<file path="config.mk">
export PLATFORM = sky130hd
export DESIGN_NAME = mips_mc_ctrl
export DESIGN_NICKNAME = d
export VERILOG_FILES = /design/src/rtl/mips_mc_pkg.sv /design/src/rtl/mips_mc_ctrl_aludec.sv /design/src/rtl/mips_mc_ctrl.sv
export SDC_FILE = /design/constraint.sdc
export NUM_CORES = 1
export LEC_CHECK = 0
export CAP_MARGIN = 40
export CORE_ASPECT_RATIO = 1.2
export CORE_MARGIN = 2
export CORE_UTILIZATION = 30
export DETAILED_ROUTE_END_ITERATION = 8
export HOLD_SLACK_MARGIN = 0.05
export PLACE_DENSITY = 0.69
export RECOVER_POWER = 50
export SLEW_MARGIN = 30
export SYNTH_ARGS = -nofsm -noshare
export SYNTH_HDL_FRONTEND = slang
export SYNTH_SLANG_ARGS = --single-unit
export TNS_END_PERCENT = 5
</file>
<file path="constraint.sdc">
create_clock -name clk -period 2.1 [get_ports clk]
set_clock_uncertainty 0.1 [all_clocks]
set_input_delay 0.42 -clock clk [delete_from_list [all_inputs] [get_ports clk]]
set_output_delay 0.42 -clock clk [all_outputs]
set_load 0.1 [all_outputs]
</file>
<file path="src/rtl/mips_mc_pkg.sv">
// Shared encodings for the multi-cycle MIPS control unit: FSM states, opcodes,
// funct codes, ALU controls and datapath mux selects. The BNE state exists only with MC_BNE_EN.
package mips_mc_pkg;

    typedef enum logic [3:0] {
        S_FETCH   = 4'd0,
        S_DECODE  = 4'd1,
        S_MEMADR  = 4'd2,
        S_MEMRD   = 4'd3,
        S_MEMWB   = 4'd4,
        S_MEMWR   = 4'd5,
        S_RTYPEEX = 4'd6,
        S_RTYPEWB = 4'd7,
        S_BEQ     = 4'd8,
        S_ADDIEX  = 4'd9,
        S_ADDIWB  = 4'd10,
`ifdef MC_BNE_EN
        S_JUMP    = 4'd11,
        S_BNE     = 4'd12
`else
        S_JUMP    = 4'd11
`endif
    } mc_state_e;

    localparam logic [5:0] OP_RTYPE = 6'b000000;
    localparam logic [5:0] OP_LW    = 6'b100011;
    localparam logic [5:0] OP_SW    = 6'b101011;
    localparam logic [5:0] OP_BEQ   = 6'b000100;
    localparam logic [5:0] OP_BNE   = 6'b000101;
    localparam logic [5:0] OP_ADDI  = 6'b001000;
    localparam logic [5:0] OP_J     = 6'b000010;

    localparam logic [5:0] FN_ADD = 6'b100000;
    localparam logic [5:0] FN_SUB = 6'b100010;
    localparam logic [5:0] FN_AND = 6'b100100;
    localparam logic [5:0] FN_OR  = 6'b100101;
    localparam logic [5:0] FN_SLT = 6'b101010;

    localparam logic [3:0] ALU_ADD = 4'b0010;
    localparam logic [3:0] ALU_SUB = 4'b0110;
    localparam logic [3:0] ALU_AND = 4'b0000;
    localparam logic [3:0] ALU_OR  = 4'b0001;
    localparam logic [3:0] ALU_SLT = 4'b0111;

    localparam logic [1:0] ALUOP_ADD   = 2'b00;
    localparam logic [1:0] ALUOP_SUB   = 2'b01;
    localparam logic [1:0] ALUOP_FUNCT = 2'b10;

    localparam logic [1:0] SRCB_B     = 2'b00;
    localparam logic [1:0] SRCB_FOUR  = 2'b01;
    localparam logic [1:0] SRCB_IMM   = 2'b10;
    localparam logic [1:0] SRCB_IMMSH = 2'b11;

    localparam logic [1:0] PCSRC_ALU  = 2'b00;
    localparam logic [1:0] PCSRC_OUT  = 2'b01;
    localparam logic [1:0] PCSRC_JUMP = 2'b10;

endpackage

</file>
<file path="src/rtl/mips_mc_ctrl_aludec.sv">
// ALU decoder: maps the FSM's aluop class plus the R-type funct field onto
// the 4-bit ALU control code.
module mc_aludec
    import mips_mc_pkg::*;
(
    input  logic [1:0] aluop_i,
    input  logic [5:0] funct_i,
    output logic [3:0] alucontrol_o
);

    always_comb begin
        alucontrol_o = ALU_ADD;
        case (aluop_i)
            ALUOP_ADD: alucontrol_o = ALU_ADD;
            ALUOP_SUB: alucontrol_o = ALU_SUB;
            default: begin
                // Unrecognised funct falls back to add; the FSM still writes back.
                case (funct_i)
                    FN_ADD:  alucontrol_o = ALU_ADD;
                    FN_SUB:  alucontrol_o = ALU_SUB;
                    FN_AND:  alucontrol_o = ALU_AND;
                    FN_OR:   alucontrol_o = ALU_OR;
                    FN_SLT:  alucontrol_o = ALU_SLT;
                    default: alucontrol_o = ALU_ADD;
                endcase
            end
        endcase
    end

endmodule

</file>
<file path="src/rtl/mips_mc_ctrl.sv">
// Multi-cycle MIPS control FSM (Moore): every datapath enable/select is a decode
// of the state register; pcen also sees zero. Define MC_BNE_EN to add the BNE state.
module mips_mc_ctrl
    import mips_mc_pkg::*;
(
    input  logic       clk,
    input  logic       reset,
    input  logic [5:0] op,
    input  logic [5:0] funct,
    input  logic       zero,
    output logic       pcen,
    output logic       iord,
    output logic       irwrite,
    output logic       memwrite,
    output logic       regwrite,
    output logic       regdst,
    output logic       memtoreg,
    output logic       alusrca,
    output logic [1:0] alusrcb,
    output logic [1:0] pcsrc,
    output logic [3:0] alucontrol,
    output logic [3:0] state
);

    mc_state_e  state_q, state_d;
    logic [1:0] aluop;
    logic       pcwrite, branch, bne;

    always_ff @(posedge clk) begin
        if (reset) state_q <= S_FETCH;
        else       state_q <= state_d;
    end

    always_comb begin
        state_d  = S_FETCH;
        aluop    = ALUOP_ADD;
        pcwrite  = 1'b0;
        branch   = 1'b0;
        bne      = 1'b0;
        iord     = 1'b0;
        irwrite  = 1'b0;
        memwrite = 1'b0;
        regwrite = 1'b0;
        regdst   = 1'b0;
        memtoreg = 1'b0;
        alusrca  = 1'b0;
        alusrcb  = SRCB_B;
        pcsrc    = PCSRC_ALU;
        case (state_q)
            S_FETCH: begin
                irwrite = 1'b1;
                alusrcb = SRCB_FOUR;
                pcwrite = 1'b1;
                state_d = S_DECODE;
            end
            S_DECODE: begin
                // Branch target is computed speculatively into ALUOut here.
                alusrcb = SRCB_IMMSH;
                case (op)
                    OP_LW, OP_SW: state_d = S_MEMADR;
                    OP_RTYPE:     state_d = S_RTYPEEX;
                    OP_BEQ:       state_d = S_BEQ;
                    OP_ADDI:      state_d = S_ADDIEX;
                    OP_J:         state_d = S_JUMP;
`ifdef MC_BNE_EN
                    OP_BNE:       state_d = S_BNE;
`endif
                    default:      state_d = S_FETCH;
                endcase
            end
            S_MEMADR: begin
                alusrca = 1'b1;
                alusrcb = SRCB_IMM;
                state_d = (op == OP_SW) ? S_MEMWR : S_MEMRD;
            end
            S_MEMRD: begin
                iord    = 1'b1;
                state_d = S_MEMWB;
            end
            S_MEMWB: begin
                regwrite = 1'b1;
                memtoreg = 1'b1;
            end
            S_MEMWR: begin
                iord     = 1'b1;
                memwrite = 1'b1;
            end
            S_RTYPEEX: begin
                alusrca = 1'b1;
                aluop   = ALUOP_FUNCT;
                state_d = S_RTYPEWB;
            end
            S_RTYPEWB: begin
                regwrite = 1'b1;
                regdst   = 1'b1;
            end
            S_BEQ: begin
                alusrca = 1'b1;
                aluop   = ALUOP_SUB;
                pcsrc   = PCSRC_OUT;
                branch  = 1'b1;
            end
`ifdef MC_BNE_EN
            S_BNE: begin
                alusrca = 1'b1;
                aluop   = ALUOP_SUB;
                pcsrc   = PCSRC_OUT;
                bne     = 1'b1;
            end
`endif
            S_ADDIEX: begin
                alusrca = 1'b1;
                alusrcb = SRCB_IMM;
                state_d = S_ADDIWB;
            end
            S_ADDIWB: regwrite = 1'b1;
            S_JUMP: begin
                pcsrc   = PCSRC_JUMP;
                pcwrite = 1'b1;
            end
            default: state_d = S_FETCH;
        endcase
    end

    mc_aludec u_aludec (
        .aluop_i      (aluop),
        .funct_i      (funct),
        .alucontrol_o (alucontrol)
    );

    assign pcen  = pcwrite | (branch & zero) | (bne & ~zero);
    assign state = state_q;

endmodule

</file>
==> results.sh <==
export IMPL_detailedRoute_firstIterationViolations=11
export IMPL_rsz0062_at_grt="true"
export IMPL_clock_power_share_pct=24.4
export IMPL_register_area_um2=90.1
export IMPL_slew_limit_headroom_pct=64.2
export IMPL_max_freq_ghz=0.457
export IMPL_tritoncts_clock_tree="done"
export IMPL_total_area_of_multi_input_combinational_cells_um2=514
export IMPL_antennaDiodeCount=0
export IMPL_avgRoutedWirePerCell_um=13.5
export IMPL_timing_reg2reg_worst_path_depth=5
export IMPL_power_net_switching_uw=167
export IMPL_hold_slack_ps=547
export IMPL_synth_flop_cell="dfxtp_1"
export IMPL_final_hold_viol_count=0
export IMPL_die_height_um=50.4
export IMPL_finalWorstPathRequiredPeriod_ps=2190
export IMPL_xor_xnor_share_of_the_synthesized_area_pct=4.87
export IMPL_path_class="flip-flop to output pin"
export IMPL_gp_congestion=0.823
export IMPL_register_to_register_setup_slack_ps=480
export IMPL_slew_violations=0
export IMPL_critical_path_arrival_ps=1670
export IMPL_yosys_area_share_simple_pct=39.9
export IMPL_viasPerCell=5.48
export IMPL_cts_reportedPaths_clkPinSlew_ps=40
export IMPL_p_total_uw=397
export IMPL_synthAdderAreaFrac_pct=0
export IMPL_cts_root_buf="clkbuf_4"
export IMPL_asyncSetResetFlopFracSynth_pct=0
export IMPL_floorplan_core_area_mm2=0.00166
export IMPL_synth_area_per_cell_um2=7.00
export IMPL_max_slew_worst_pin_slew_ps=539
export IMPL_route_vias_total=745
export IMPL_power_density_mw_per_mm2=316
export IMPL_max_cap_violations=0
export IMPL_ctsHtreeMaxLevel=1
export IMPL_failed_checks="setup timing"
export IMPL_design_area_mm2=0.00126
export IMPL_final_period_utilization_pct=104
export IMPL_hp_class="flip-flop to flip-flop"
export IMPL_critical_path_max_fanout=3
export IMPL_p_int_uw=230
export IMPL_synth_sequential_area_ratio_pct=14.8
export IMPL_cts_buffers=3
export IMPL_postSynthCellCount=77
export IMPL_drt_pre_antenna_iters=4
export IMPL_synth_distinct_cells=35
export IMPL_hold_path_startpoint="state[3]$_SDFF_PP0_"
export IMPL_placedInstanceArea_mm2=0.00124
export IMPL_setup_violations=3
export IMPL_layout_filler_cells=116
export IMPL_post_route_drc_count=0
export IMPL_io_pins=35
export IMPL_placed_cells=132
export IMPL_setup_worst_path_start_class="flip-flop"
export IMPL_global_route_usage_total_pct=19.2
export IMPL_largest_net_degree_at_the_start_of_global_routing=15
export IMPL_first_pass_grt_wire_length_mm=3.21
export IMPL_placement_rows=16
export IMPL_worstSkewPairLatency_ps=240
export IMPL_synthesis_nets=92
export IMPL_start_util_pct=32.5
export IMPL_post_route_worst_setup_slack_ps=-89.4
export IMPL_synthMuxAreaShare_pct=2.09
export IMPL_drtAntennaViolNets=0
export IMPL_die_width_um=42.7
export IMPL_place_hpwl_mm=1.51
export IMPL_antenna_violations_before_repair=0
export IMPL_critical_path_required_ps=1580
export IMPL_tritoncts_num_sinks=4
export IMPL_final_nets=135
export IMPL_largest_register_ffs=4
export IMPL_pre_cts_ws_ps=-298
export IMPL_layout_core_utilization_pct=75.6
export IMPL_sequentialPowerShare_pct=19.7
export IMPL_synth_seq_cells=4
export IMPL_synth_warnings=0
export IMPL_hold_path_endpoint="state[3]$_SDFF_PP0_"
export IMPL_areaGrowthSynthToFinish_pct=133
export IMPL_holdBufCountCts=0
export IMPL_cts_max_path_buffers=2
export IMPL_die_area_mm2=0.00215
export IMPL_netlist_area_before_placement_um2=539
export IMPL_worst_setup_path_end_kind="output pin"
export IMPL_status="finished, violations left"
export IMPL_irDropWorstVdd_mv=0.330
export IMPL_number_of_global_route_vias_before_repair=736
export IMPL_timing_rr_end="state[1]$_SDFF_PP0_"
export IMPL_combinationalPowerShare_pct=55.9
export IMPL_numPortBuffers=33
export IMPL_synth_compound_area_share_pct=25.5
export IMPL_power_leakage_nw=0.467
export IMPL_setup_tns_ps=-111
export IMPL_drive_above_1_share_pct=50.8
export IMPL_global_route_overflow_total=0
export IMPL_dominant_combinational_cell_family_by_area_after_synthesis="simple AND/OR/NAND/NOR gates"
export IMPL_p_sw_share_pct=42.1
export IMPL_synth_edff_count=0
export IMPL_route_final_wire_length_mm=1.84
export IMPL_crit_reg2reg_launch="state[1]$_SDFF_PP0_"
export IMPL_worstHoldPathCells=3
export IMPL_final_cell_count_no_fill=136
-- per-layer routing --
| layer | global-route usage (%) | wire length (um) | part of all wire [%] | vias up |
|---|---|---|---|---|
| met5 | 0 | 0 | 0 | - |
| met3 | 2.88 | 104 | 5.6 | 6 |
| met4 | 6.25 | 36 | 2.0 | 0 |
| met1 | 20.2 | 676 | 37 | 342 |
| met2 | 37.4 | 1020 | 56 | 34 |
| li1 | - | - | - | 363 |
-- timing repair --
item | 4_1_cts | 5_1_grt
gates resized for setup | 11 | 0
setup buffers | 1 | 0
setup endpoints to repair | 4 | 4
pin swaps | 7 | 2
endpoints found under the hold margin | 0 | 0
-- cells in the final DEF (no fill, tap or decap), types with 4 or more instances in the layout --
master / instances
clkdlybuf4s50_1: 8
buf_4: 12
nor2_1: 4
nor3_1: 4
buf_12: 18
dlygate4sd2_1: 4
-- logic make-up (layout without fill, tap and decap cells) --
group / Yosys count / in the layout
other cells: 1 / 1
buf+inv: 10 / 51
flops: 4 / 4
compound gates: 21 / 21
simple gates: 37 / 37
xor+xnor: 3 / 3
mux: 1 / 1
-- worst max path at each step --
stage	to	start	slack, ps
global placement	alucontrol[1]	funct[4]	-270
finish	alucontrol[1]	state[0]$_SDFF_PP0_	-90
global route	alucontrol[1]	state[0]$_SDFF_PP0_	-110
CTS	alucontrol[1]	state[3]$_SDFF_PP0_	-100
floorplan	alucontrol[2]	state[3]$_SDFF_PP0_	-520
detailed placement	alucontrol[1]	funct[4]	-300
-- layout make-up --
class                           count  area share, %
Timing Repair Buffer               45           47.0
Tap cell                           18           1.79
Sequential cell                     4           7.17
Clock buffer                        3           1.79
Multi-Input combinational cell     63           40.9
Inverter                            3           1.29
-- cells in the mapped netlist, types with 2 or more instances --
library cell  number  share of area [%]
a21oi_1            5                4.6
nand2_1            3                2.1
inv_1              2                1.4
nor3_1             5                4.6
nand2b_1           5                5.8
and3_1             2                2.3
buf_6              2                4.2
nor4_1             2                2.3
buf_4              2                2.8
xor2_1             3                4.9
nand3_1            3                2.8
o21ai_0            4                3.7
a31oi_1            3                3.5
o21bai_1           3                4.2
nor2_1             9                6.3
dfxtp_1            4                 15
clkbuf_1           2                1.4
-- critical path: stages (launching register included) --
cell	delay (ps)
dfxtp_2	310
nand2b_4	140
or4b_4	560
or2_4	260
buf_12	160
-- power groups by stage --
stage | Combinational (mW) | Sequential (mW) | Clock, mW
2_1_floorplan | 0.118 | 0.0964 | 0
3_3_place_gp | 0.221 | 0.0789 | 0
3_5_place_dp | 0.224 | 0.0790 | 0
4_1_cts | 0.225 | 0.0782 | 0.0992
5_1_grt | 0.233 | 0.0783 | 0.102
6_report | 0.222 | 0.0781 | 0.0966
Note: power is estimated with default switching activity, not from simulation.
